**src/rtl/micro_sequencer_pkg.sv**
```systemverilog
// Shared constants for the microprogrammed CPU: sequencing codes, opcodes,
// microstore entry addresses and the sequencer state encoding.
package micro_sequencer_pkg;

  typedef enum logic [1:0] {
    SEQ_NEXT = 2'b00,
    SEQ_MAP  = 2'b01,
    SEQ_BRZ  = 2'b10,
    SEQ_END  = 2'b11
  } seq_op_t;

  typedef enum logic [1:0] {
    ST_IDLE   = 2'b00,
    ST_RUN    = 2'b01,
    ST_STALL  = 2'b10,
    ST_HALTED = 2'b11
  } seq_state_t;

  localparam logic [7:0] OP_LDAC   = 8'h01;
  localparam logic [7:0] OP_STAC   = 8'h02;
  localparam logic [7:0] OP_MOVACR = 8'h03;
  localparam logic [7:0] OP_SHIFT  = 8'h04;
  localparam logic [7:0] OP_ADD    = 8'h05;
  localparam logic [7:0] OP_INAC   = 8'h06;
  localparam logic [7:0] OP_MVR    = 8'h07;
  localparam logic [7:0] OP_MVTR   = 8'h08;
  localparam logic [7:0] OP_MVACT  = 8'h09;
  localparam logic [7:0] OP_SUB    = 8'h0A;
  localparam logic [7:0] OP_CLAC   = 8'h0B;
  localparam logic [7:0] OP_JUMP   = 8'h0C;
  localparam logic [7:0] OP_JMPZ   = 8'h0D;
  localparam logic [7:0] OP_NOP    = 8'h0E;
  localparam logic [7:0] OP_END    = 8'h0F;
  localparam logic [7:0] OP_LDLDAC = 8'h10;
  localparam logic [7:0] OP_STSTAC = 8'h11;

  localparam logic [7:0] UA_FETCH1  = 8'h00;
  localparam logic [7:0] UA_LDAC1   = 8'h04;
  localparam logic [7:0] UA_STAC1   = 8'h0A;
  localparam logic [7:0] UA_MOVACR1 = 8'h0E;
  localparam logic [7:0] UA_SHIFT1  = 8'h0F;
  localparam logic [7:0] UA_ADD1    = 8'h11;
  localparam logic [7:0] UA_INAC1   = 8'h12;
  localparam logic [7:0] UA_MVR1    = 8'h13;
  localparam logic [7:0] UA_MVTR1   = 8'h14;
  localparam logic [7:0] UA_MVACT1  = 8'h15;
  localparam logic [7:0] UA_SUB1    = 8'h16;
  localparam logic [7:0] UA_CLAC1   = 8'h17;
  localparam logic [7:0] UA_JUMP1   = 8'h18;
  localparam logic [7:0] UA_JMPZ1   = 8'h1B;
  localparam logic [7:0] UA_JMPZN   = 8'h1C;
  localparam logic [7:0] UA_NOP     = 8'h1D;
  localparam logic [7:0] UA_END1    = 8'h1E;
  localparam logic [7:0] UA_LDLDAC1 = 8'h1F;
  localparam logic [7:0] UA_STSTAC1 = 8'h28;
  localparam logic [7:0] UA_JMPZY1  = 8'h9C;

endpackage

```
**src/rtl/micro_sequencer_opcode_map.sv**
```systemverilog
// Combinational MAP dispatch: opcode to entry microaddress plus a valid flag
// for opcodes that have a microroutine.
module opcode_map
  import micro_sequencer_pkg::*;
#(
  parameter int AW  = 8,
  parameter int OPW = 8
) (
  input  logic [OPW-1:0] opcode,
  output logic [AW-1:0]  entry,
  output logic           valid
);

  always_comb begin
    entry = AW'(UA_NOP);
    valid = 1'b1;
    case (opcode)
      OPW'(OP_LDAC):   entry = AW'(UA_LDAC1);
      OPW'(OP_STAC):   entry = AW'(UA_STAC1);
      OPW'(OP_MOVACR): entry = AW'(UA_MOVACR1);
      OPW'(OP_SHIFT):  entry = AW'(UA_SHIFT1);
      OPW'(OP_ADD):    entry = AW'(UA_ADD1);
      OPW'(OP_INAC):   entry = AW'(UA_INAC1);
      OPW'(OP_MVR):    entry = AW'(UA_MVR1);
      OPW'(OP_MVTR):   entry = AW'(UA_MVTR1);
      OPW'(OP_MVACT):  entry = AW'(UA_MVACT1);
      OPW'(OP_SUB):    entry = AW'(UA_SUB1);
      OPW'(OP_CLAC):   entry = AW'(UA_CLAC1);
      OPW'(OP_JUMP):   entry = AW'(UA_JUMP1);
      OPW'(OP_JMPZ):   entry = AW'(UA_JMPZ1);
      OPW'(OP_NOP):    entry = AW'(UA_NOP);
      OPW'(OP_END):    entry = AW'(UA_END1);
      OPW'(OP_LDLDAC): entry = AW'(UA_LDLDAC1);
      OPW'(OP_STSTAC): entry = AW'(UA_STSTAC1);
      default: begin
        // unmapped opcodes fall through to the NOP routine
        entry = AW'(UA_NOP);
        valid = 1'b0;
      end
    endcase
  end

endmodule

```
**src/rtl/micro_sequencer.sv**
```systemverilog
// Microaddress sequencer: picks the next microstore address from the
// sequencing field, with start/halt, memory-stall hold and a cycle counter.
//
// state     | meaning
// ----------+--------------------------------------------------------
// ST_IDLE   | out of reset, uaddr parked at FETCH1, waiting for start
// ST_RUN    | one microinstruction evaluated per enabled clock
// ST_STALL  | memory busy, uaddr held, microinstruction re-run on exit
// ST_HALTED | END executed, everything held until the next start
module micro_sequencer
  import micro_sequencer_pkg::*;
#(
  parameter int AW  = 8,
  parameter int OPW = 8,
  parameter int CW  = 16
) (
  input  logic           clk,
  input  logic           rst,
  input  logic           en,
  input  logic           start,
  input  logic [1:0]     seq_op,
  input  logic [AW-1:0]  next_addr,
  input  logic [OPW-1:0] opcode,
  input  logic           z_flag,
  input  logic           mem_busy,
  output logic [AW-1:0]  uaddr,
  output logic           running,
  output logic           halted,
  output logic           illegal_op,
  output logic [CW-1:0]  ucycle_cnt
);

  seq_state_t    state_q, state_d;
  logic [AW-1:0] uaddr_q, uaddr_d;
  logic [CW-1:0] cnt_q, cnt_d;
  logic          illegal_q, illegal_d;
  logic [AW-1:0] map_entry;
  logic          map_valid;

  opcode_map #(.AW(AW), .OPW(OPW)) u_map (
    .opcode (opcode),
    .entry  (map_entry),
    .valid  (map_valid)
  );

  always_ff @(posedge clk) begin
    if (rst) begin
      state_q   <= ST_IDLE;
      uaddr_q   <= AW'(UA_FETCH1);
      cnt_q     <= '0;
      illegal_q <= 1'b0;
    end else if (en) begin
      state_q   <= state_d;
      uaddr_q   <= uaddr_d;
      cnt_q     <= cnt_d;
      illegal_q <= illegal_d;
    end
  end

  always_comb begin
    state_d   = state_q;
    uaddr_d   = uaddr_q;
    cnt_d     = cnt_q;
    illegal_d = illegal_q;
    case (state_q)
      ST_IDLE: begin
        uaddr_d = AW'(UA_FETCH1);
        if (start) begin
          state_d   = ST_RUN;
          cnt_d     = '0;
          illegal_d = 1'b0;
        end
      end
      ST_RUN: begin
        // a stall defers evaluation; the same microinstruction is re-run later
        if (mem_busy) begin
          state_d = ST_STALL;
        end else begin
          cnt_d = (cnt_q == {CW{1'b1}}) ? cnt_q : cnt_q + CW'(1);
          case (seq_op_t'(seq_op))
            SEQ_NEXT: uaddr_d = next_addr;
            SEQ_MAP: begin
              uaddr_d = map_entry;
              if (!map_valid) illegal_d = 1'b1;
            end
            SEQ_BRZ: uaddr_d = {z_flag, next_addr[AW-2:0]};
            SEQ_END: state_d = ST_HALTED;
            default: uaddr_d = uaddr_q;
          endcase
        end
      end
      ST_STALL: begin
        if (!mem_busy) state_d = ST_RUN;
      end
      ST_HALTED: begin
        if (start) begin
          state_d   = ST_RUN;
          uaddr_d   = AW'(UA_FETCH1);
          cnt_d     = '0;
          illegal_d = 1'b0;
        end
      end
      default: state_d = ST_IDLE;
    endcase
  end

  always_comb begin
    running    = (state_q == ST_RUN) || (state_q == ST_STALL);
    halted     = (state_q == ST_HALTED);
    uaddr      = uaddr_q;
    ucycle_cnt = cnt_q;
    illegal_op = illegal_q;
  end

endmodule

```
**config.mk**
```make
export PLATFORM = sky130hd
export DESIGN_NAME = micro_sequencer
export DESIGN_NICKNAME = d
export VERILOG_FILES = /design/src/rtl/micro_sequencer_pkg.sv /design/src/rtl/micro_sequencer_opcode_map.sv /design/src/rtl/micro_sequencer.sv
export SDC_FILE = /design/constraint.sdc
export NUM_CORES = 1
export LEC_CHECK = 0
export ABC_AREA = 1
export ABC_CLOCK_PERIOD_IN_PS = 2100
export BUFFER_PORTS_ARGS = -buffer_cell sky130_fd_sc_hd__buf_2
export CAP_MARGIN = 20
export CORE_MARGIN = 2
export CORE_UTILIZATION = 45
export CTS_BUF_LIST = sky130_fd_sc_hd__clkbuf_8 sky130_fd_sc_hd__clkbuf_16
export DETAILED_ROUTE_END_ITERATION = 6
export MAX_ROUTING_LAYER = met4
export PLACE_DENSITY = 0.66
export RECOVER_POWER = 100
export SYNTH_ARGS = -nofsm -noshare
export SYNTH_HDL_FRONTEND = slang
export SYNTH_SLANG_ARGS = --single-unit
```
**constraint.sdc**
```tcl
create_clock -name clk -period 2.1 [get_ports clk]
set_input_delay 0.315 -clock clk [delete_from_list [all_inputs] [get_ports clk]]
set_output_delay 0.315 -clock clk [all_outputs]
set_load 0.01 [all_outputs]
```
Word level (Yosys, flattened, before mapping)

Cells that the tools add are included.

Bits in registers: 27
Bits of input ports: 24
Output and inout port bits: 27
Logic and storage cells: 69

$add $sub $neg: 1
Eq/ne operators: 33
Mux-type cells: 20
Reductions and logical operators: 11

Operators by type and width:

| cell                    | count |
|---|---|
| $pmux W6 S16            | 1 |
| $eq A8 B4 Y1 const B    | 8 |
| $mux W16                | 3 |
| $pmux W8 S3             | 2 |
| $eq A8 B3 Y1 const B    | 4 |
| $pmux W16 S2            | 1 |
| $reduce_or A17 Y1       | 1 |
| $add A16 B1 Y16 const B | 1 |
| $eq A16 B16 Y1 const B  | 1 |
| $eq A8 B2 Y1 const B    | 2 |
| $eq A8 B5 Y1 const B    | 2 |
| $mux W8                 | 2 |
| $ne A2 B2 Y1 const B    | 5 |
| $reduce_and A5 Y1       | 2 |
| $eq A2 B2 Y1 const B    | 4 |
| $eq A8 B1 Y1 const B    | 1 |
| $mux W2                 | 4 |
| $pmux W2 S3             | 1 |
| $reduce_and A6 Y1       | 1 |
| $mux W1                 | 5 |
| $eq A2 B1 Y1 const B    | 2 |
| $logic_not A2 Y1        | 2 |
| $ne A2 B1 Y1 const B    | 2 |
| $ne A4 B1 Y1 const B    | 1 |
| 7 further kinds         | 7 |

Longest topological paths before layout

Gate-level depths: netlist of run 1.

Word-level depth: 7
Depth in mapped cells: 13
Gate-level depth less buffers: 13

Cells and area by module

From an unflattened synthesis of run 1, not the netlist that was laid out.

Cells, all modules: 356
Area, all modules: 2227.1 um^2

By module, submodules not included:

| module          | times used | cells an instance | area each (um^2) | seq. area each (um^2) |
|---|---|---|---|---|
| micro_sequencer | 1          | 265               | 1771.7           | 540.5 |
| opcode_map      | 1          | 91                | 455.4            | 0.0 |

Least setup slack after synthesis of run 1

No wires, ideal clock.

Path kind: register to register
From: register state_q[0]
To: register cnt_q[0] (netlist: ucycle_cnt[0])
Library setup time: 0.070 ns
Data arrival time: 1.741 ns
Required time: 2.030 ns
Path slack: 0.289 ns
Cell stages (with the launch flop): 10
Path buffers: 1
Period minus slack after synthesis: 1.811 ns
Cells stage by stage: dfxtp_1 inv_1 ha_1 a21boi_0 inv_1 nor2_1 nand2_2 buf_4 or2_2 a21oi_1

Word-level cells in the longest chain between the ends: 4
Elaborated cells between the ends (all ways): 10
Classes of those cells: 5 x eq/ne; 1 x mux; 4 x reduce/logical

Ends and longest elaborated chain:

| what                                                                | line                  | source |
|---|---|---|
| start: declaration                                                  | micro_sequencer.sv:33 | `seq_state_t state_q, state_d;` |
| start signal: assignment                                            | micro_sequencer.sv:53 | `state_q <= state_d;` |
| $eq A2 B2 Y1 / $logic_not A2 Y1 (equally long branches)             | micro_sequencer.sv:65 | `case (state_q)` |
| $reduce_or A2 Y1 (no line)                                          | -                     |  |
| $ne A2 B1 Y1 (no line) / $reduce_bool A2 Y1 (equally long branches) | -                     |  |
| $reduce_and A5 Y1 (no line)                                         | -                     |  |
| end signal: assignment                                              | micro_sequencer.sv:55 | `cnt_q <= cnt_d;` |
| end: declaration                                                    | micro_sequencer.sv:35 | `logic [CW-1:0] cnt_q, cnt_d;` |

Parallel ways exist; a longest one is shown, timed or not.
A chain may end at the register's enable or synchronous reset.

Worst setup path after layout of run 1

From: register state_q[1]
To: register uaddr_q[7] (netlist: uaddr[7])

Word-level cells in the longest chain between the ends: 3
Elaborated cells between the ends (all ways): 9
Classes of those cells: 5 x eq/ne; 1 x mux; 3 x reduce/logical

Ends and longest elaborated chain:

| what                                           | line                  | source |
|---|---|---|
| $eq A2 B1 Y1 (tied with other cells)           | micro_sequencer.sv:65 |  |
| $ne A4 B1 Y1 (no line) (tied with other cells) | -                     |  |
| $reduce_and A5 Y1 (no line)                    | -                     |  |
| end signal: assignment                         | micro_sequencer.sv:49 | `uaddr_q <= AW'(UA_FETCH1);` |
| end signal: assignment                         | micro_sequencer.sv:54 | `uaddr_q <= uaddr_d;` |
| end: declaration                               | micro_sequencer.sv:34 | `logic [AW-1:0] uaddr_q, uaddr_d;` |

Parallel ways exist; a longest one is shown, timed or not.

==> impl_metrics.env, run 1 <==
export IMPL_die_w_um=70.8
export IMPL_cp_top_family="buffers and inverters"
export IMPL_slowest_delay_ns=0.39
export IMPL_gp_congestion=0.914
export IMPL_clk_latency_ns=0.27
export IMPL_tightest_slew_ns=0.432
export IMPL_io_buffers=50
export IMPL_setup_ws_ns=0.146
export IMPL_clock_skew_final_ns=0.00805
export IMPL_area_delta_synth_final_pct=16.3
export IMPL_stdcell_count=443
export IMPL_critPathRequiredTime_ns=2.31
export IMPL_synth_largest_area_cell="dfxtp_1"
export IMPL_drt_initial_drc_count=128
export IMPL_drv_cap=0
export IMPL_nets=425
export IMPL_dpl_worst_slack_ns=0.216
export IMPL_pin_count=51
export IMPL_path_cells="inv_1 -> ha_1 -> inv_1 -> nor2_1 -> nand2_1 -> nand4_1 -> nor2_1 -> clkbuf_1 -> o2111ai_1 -> a21oi_1"
export IMPL_htree_levels=1
export IMPL_dieArea_um2=5020
export IMPL_start_kind="register"
export IMPL_coreArea_um2=4320
export IMPL_arrival_ns=2.16
export IMPL_clockBufferDepth=2
export IMPL_cts_buffers=3
export IMPL_setup_viol=0
export IMPL_grt_usage=0.217
export IMPL_synth_nets=368
export IMPL_grt_first_pass_wirelength_um=8720
export IMPL_hold_violations=0
export IMPL_worstSetupPathType="reg2reg"
export IMPL_grt_overflow=0
export IMPL_endpoint_kind="register"
export IMPL_route_antenna_remaining_nets=0
export IMPL_p_leak_nw=1.07
export IMPL_post_route_period_util=0.930
export IMPL_reg2reg_setup_slack_ns=0.15
export IMPL_cpMaxStageDelayCell="dfxtp_1"
export IMPL_synth_avg_cell_area_um2=6.00
export IMPL_ir_worst_vdd_uv=309
export IMPL_hold_path_class="in2reg"
export IMPL_path_clk_slew_ns=0.09
export IMPL_grt_pass1_vias=2102
export IMPL_diodes=0
export IMPL_ys_seq_elements=27
export IMPL_post_dp_hpwl_um=4230
export IMPL_multi_input_area_um2=1270
export IMPL_viasPerCell=5.09
export IMPL_syn_area_um2=2010
export IMPL_register_area_um2=542
export IMPL_routedWlPerCell_um=11.6
export IMPL_rows=24
export IMPL_finalSetupTns_ns=0
export IMPL_postCtsSetupRepairBufs=0
export IMPL_cts_tree="done"
export IMPL_ys_types=31
export IMPL_drive_above_1_share=0.130
export IMPL_holdBufCountCts=0
export IMPL_vias=2257
export IMPL_yosysSeqAreaShare=0.269
export IMPL_power_total_mw=1.12
export IMPL_path_buf_inv=3
export IMPL_cts_root_buf="clkbuf_8"
export IMPL_firstDrtPassIters=4
export IMPL_synth_area_leaders="dfxtp_1, nand2_1, nor2_1"
export IMPL_power_density_nw_per_um2=481
export IMPL_drc=0
export IMPL_slew_violations=0
export IMPL_ctsResizeCount=0
export IMPL_yosys_warnings=0
export IMPL_fillers=470
export IMPL_netlist_area_leader_share=0.269
export IMPL_clock_fmax_mhz=512
export IMPL_synthCells=335
export IMPL_routed_wl_um=5120
export IMPL_worst_path_max_fanout=8
export IMPL_holdWs_ns=0.337
export IMPL_cts_sinks=27
export IMPL_antenna_found_initial=0
export IMPL_start_util=0.465
export IMPL_final_cell_mix="nand2_1, nor2_1, inv_1"
export IMPL_final_common_cell="nand2_1"
export IMPL_dp_cells=439
export IMPL_maxSlewHeadroom=0.709
export IMPL_period_minus_slack_ns=1.95
export IMPL_status="complete, no violations"
export IMPL_rsz0062_at_grt="false"
export IMPL_die_h_um=70.8
export IMPL_grt_max_degree=15
[power by group]
part           internal [mW]  switching (mW)  leakage [nW]  total [mW]
clock                  0.131           0.158        0.0269       0.289
sequential             0.530          0.0171         0.219       0.547
combinational         0.0991           0.188         0.822       0.288
total                  0.761           0.364          1.07        1.12
[cells by family after synthesis]
group / share of synthesized area
buffers and inverters: 0.0922
XOR/XNOR: 0.00436
flip-flops: 0.269
AND/OR/NAND/NOR: 0.470
adder cells (fa/ha/maj): 0.0560
AO/OA/AOI/OAI: 0.108
[state kept, by name, indices dropped and copies added (netlist names)]
register	flops
ucycle_cnt	16
uaddr	8
state_q	2
illegal_op	1
[layer usage]
metal | vias to the layer above | global-route usage | routed length [um]
met5 | - | - | 0
met4 | 0 | 0.0566 | 45
met3 | 7 | 0.0385 | 313
met2 | 69 | 0.371 | 2410
met1 | 993 | 0.264 | 2350
li1 | 1188 | - | -
[stage by stage]
stage / cell area, um2 / utilization
2_1_floorplan: 2010 / -
3_3_place_gp: 2340 / 0.542
3_5_place_dp: 2340 / 0.542
4_1_cts: 2390 / 0.552
5_1_grt: 2340 / 0.541
6_report: 2340 / 0.541
[cell usage after synthesis]
library cell  number
nand2_1          107
nor2_1            42
inv_1             41
dfxtp_1           27
a21oi_1           23
nand3_1           21
nor3_1            12
o21ai_0           11
ha_1               9
nand4_1            8
nor2_2             6
nand2_2            3
or2_2              3
buf_4              2
inv_2              2
nor3b_2            2
nor4_1             2
a21boi_0           1
a31o_2             1
clkbuf_1           1
clkinv_2           1
nand2_4            1
nand4_2            1
nor3_2             1
nor3_4             1
nor3b_1            1
o2111ai_1          1
o211ai_1           1
o21bai_1           1
o31ai_1            1
xor2_1             1
[worst paths after layout]
kind | depth (start not counted) | from | to
setup / recovery | 10 | state_q[1]$_SDFFE_PP0P_ | uaddr[7]$_SDFFE_PP0P_
hold reg to reg | 2 | uaddr[2]$_SDFFE_PP0P_ | uaddr[2]$_SDFFE_PP0P_
hold / removal | 3 | next_addr[6] | uaddr[6]$_SDFFE_PP0P_
setup reg to reg | 10 | state_q[1]$_SDFFE_PP0P_ | uaddr[7]$_SDFFE_PP0P_
[final cells by class]
cell class	instances	share of cell area
Clock buffer	3	0.0177
Timing Repair Buffer	55	0.107
Inverter	44	0.0712
Clock inverter	1	0.00161
Tap cell	52	0.0278
Multi-Input combinational cell	261	0.543
Sequential cell	27	0.232
[worst min-delay path: cells and delay by family]
family                 cells  cell delay [ns]
AOI/OAI and AO/OA          1             0.06
buffers and inverters      1             0.10
and+or+nand+nor            1             0.08
(Power assumes the default switching activity.)
==> inputs of run 2 (changes only) <==
ABC_AREA = default   (was 1)
PLACE_DENSITY = 0.68   (was 0.66)
==> run 2 against run 1 <==
- worst setup slack got worse by 0.050 ns
- power down 5.2%
- via count is 21% lower
- final cell count fell by 26%
- global-route usage shrank 0.79 points
- sequential power shrank 3%
- flip-flop and latch count stayed put
- first-iteration DRC count fell by 26%
- routed wire length is 18% lower
- synthesized cell count is 35% lower
==> impl_metrics.env, run 2 <==
export IMPL_holdWs_ns=0.309
export IMPL_final_common_cell="buf_2"
export IMPL_pin_count=51
export IMPL_synth_area_mux_share=0.0122
export IMPL_endpoint_kind="register"
export IMPL_synth_largest_area_cell="dfxtp_1"
export IMPL_stdcell_area_um2=2150
export IMPL_setup_ws_ns=0.0964
export IMPL_power_total_mw=1.07
export IMPL_register_area_um2=543
export IMPL_seqPwrFrac=0.498
export IMPL_period_minus_slack_ns=2.00
export IMPL_route_antenna_remaining_nets=0
export IMPL_ys_seq_elements=27
export IMPL_synth_top_family_by_area="simple AND/OR/NAND/NOR gates"
export IMPL_worst_path_max_fanout=4
export IMPL_nets=313
export IMPL_diodes=0
export IMPL_critPathRequiredTime_ns=2.30
export IMPL_final_cell_mix="buf_2, clkbuf_1, dfxtp_1"
export IMPL_die_w_um=66.3
export IMPL_synthArstFlopShare=0
export IMPL_status="complete, no violations"
export IMPL_cts_sinks=27
export IMPL_p_int_mw=0.756
export IMPL_cts_root_buf="clkbuf_8"
export IMPL_synth_area_leaders="dfxtp_1, ha_1, a21oi_1"
export IMPL_synthAdderAreaFrac=0.0644
export IMPL_viasPerCell=5.46
export IMPL_cts_tree="done"
export IMPL_p_leak_nw=0.798
export IMPL_comb_power_share=0.236
export IMPL_io_buffers=50
export IMPL_clock_fmax_mhz=499
export IMPL_finalSetupTns_ns=0
export IMPL_firstDrtPassIters=4
export IMPL_fillers=383
export IMPL_drc=0
export IMPL_die_h_um=66.3
export IMPL_gp_congestion=0.836
export IMPL_ys_types=52
export IMPL_area_delta_synth_final_pct=23.1
export IMPL_synth_compound_area_share=0.206
export IMPL_synth_edf_count=0
export IMPL_start_util=0.474
export IMPL_yosys_warnings=0
export IMPL_ir_worst_vdd_uv=274
export IMPL_tightest_slew_ns=0.615
export IMPL_htree_levels=1
export IMPL_grt_usage=0.209
export IMPL_worstSetupPathType="reg2reg"
export IMPL_post_dp_hpwl_um=3320
export IMPL_drive_above_1_share=0.233
export IMPL_antenna_found_initial=0
export IMPL_holdBufCountCts=0
export IMPL_ctsResizeCount=0
export IMPL_maxSlewHeadroom=0.586
export IMPL_setup_viol=0
export IMPL_netlist_area_leader_share=0.309
export IMPL_slew_violations=0
export IMPL_grt_max_degree=17
export IMPL_syn_area_um2=1750
export IMPL_drv_cap=0
export IMPL_synth_simple_area_share=0.302
export IMPL_yosysSeqAreaShare=0.309
export IMPL_arrival_ns=2.20
export IMPL_rsz0062_at_grt="false"
export IMPL_drt_initial_drc_count=95
export IMPL_grt_pass1_vias=1666
export IMPL_ys_top_cells_by_count="dfxtp_1, nor2_1, a21oi_1"
export IMPL_crit_start="state_q[0]$_SDFFE_PP0P_"
export IMPL_postCtsSetupRepairBufs=0
export IMPL_path_clk_slew_ns=0.09
export IMPL_clock_skew_final_ns=0.00211
export IMPL_cts_buffers=3
export IMPL_largest_register_ffs=16
export IMPL_rows=22
export IMPL_synth_avg_cell_area_um2=8.05
export IMPL_p_sw_mw=0.311
export IMPL_hold_path_class="in2reg"
export IMPL_multi_input_area_um2=1130
export IMPL_vias=1787
export IMPL_synthCells=217
export IMPL_synth_nets=250
export IMPL_coreArea_um2=3690
export IMPL_power_density_nw_per_um2=495
export IMPL_grt_first_pass_wirelength_um=7140
export IMPL_dpl_worst_slack_ns=0.0574
export IMPL_worstHoldStart="next_addr[6]"
export IMPL_start_kind="register"
export IMPL_grt_overflow=0
export IMPL_clkPwrFrac=0.266
export IMPL_routedWlPerCell_um=12.9
export IMPL_synthFlopType="dfxtp_1"
export IMPL_hold_violations=0
export IMPL_clockBufferDepth=2
export IMPL_synth_most_common_cell="dfxtp_1"
export IMPL_synthXorXnorAreaFrac=0.0551
export IMPL_switching_share=0.291
export IMPL_routed_wl_um=4200
export IMPL_r2r_start="state_q[0]$_SDFFE_PP0P_"
export IMPL_clk_latency_ns=0.26
export IMPL_dieArea_um2=4400
export IMPL_post_route_period_util=0.954
export IMPL_dpl_instance_area_um2=2140
-- run 2: cell count changes after synthesis, moves of 4 or more --
cell	before	now
nand2_1	107	14
inv_1	41	10
nor2_1	42	20
nand3_1	21	10
xnor2_1	0	9
nor4_1	2	9
a21oi_1	23	17
nand2b_1	0	6
nor2_2	6	0
or3_1	0	5
clkbuf_1	1	5
o21ai_0	11	7
-- run 2: metal layers --
metal	global-route usage	vias to the layer above	share of wire
li1	-	926	-
met5	-	-	0
met3	0.0204	2	0.039
met2	0.329	43	0.43
met1	0.291	816	0.52
met4	0.0434	0	0.0052
-- run 2: power by group through the flow --
stage | clock network (mW) | registers [mW] | logic, mW
floorplan | 0 | 0.546 | 0.165
global placement | 0 | 0.542 | 0.252
detailed placement | 0 | 0.543 | 0.254
CTS | 0.295 | 0.531 | 0.255
global route | 0.309 | 0.533 | 0.283
finish | 0.283 | 0.531 | 0.251
-- run 2: worst max-delay path, stage by stage, from the launching register on --
cell and delay (ns):
dfxtp_2 0.36, inv_2 0.05, ha_2 0.32, nand2b_2 0.11, o2111ai_4 0.13, or4_4 0.51, or3_1 0.32, a21oi_1 0.14
-- run 2: path summary, 6_finish.rpt --
path / to / slack [ns] / depth (start not counted)
worst max-delay path: ucycle_cnt[15]$_SDFFE_PP0P_ / 0.1 / 7
worst min-delay path: uaddr[6]$_SDFFE_PP0P_ / 0.31 / 3
worst max register to register: ucycle_cnt[15]$_SDFFE_PP0P_ / 0.1 / 7
worst min register to register: uaddr[4]$_SDFFE_PP0P_ / 0.46 / 2
-- run 2: kinds of logic (layout without fill, tap and decap cells) --
| group | count (synthesis) | count (layout) |
|---|---|---|
| AOI/OAI and AO/OA | 51 | 51 |
| xor gates and xnor gates | 11 | 11 |
| adders and majority gates | 9 | 9 |
| buffers and inverters | 20 | 82 |
| DFF | 27 | 27 |
| muxes | 2 | 2 |
| and+or+nand+nor | 97 | 97 |
-- run 2: layout make-up --
| class | instances | area share |
|---|---|---|
| Tap cell | 48 | 0.0279 |
| Clock buffer | 3 | 0.0192 |
| Multi-Input combinational cell | 170 | 0.525 |
| Sequential cell | 27 | 0.252 |
| Inverter | 10 | 0.0174 |
| Clock inverter | 1 | 0.00174 |
| Timing Repair Buffer | 68 | 0.156 |
-- run 2: metrics by stage --
step | util | instances
finish | 0.583 | 327
global route | 0.583 | 327
CTS | 0.593 | 327
detailed placement | 0.581 | 323
global placement | 0.581 | 323
floorplan | - | 217
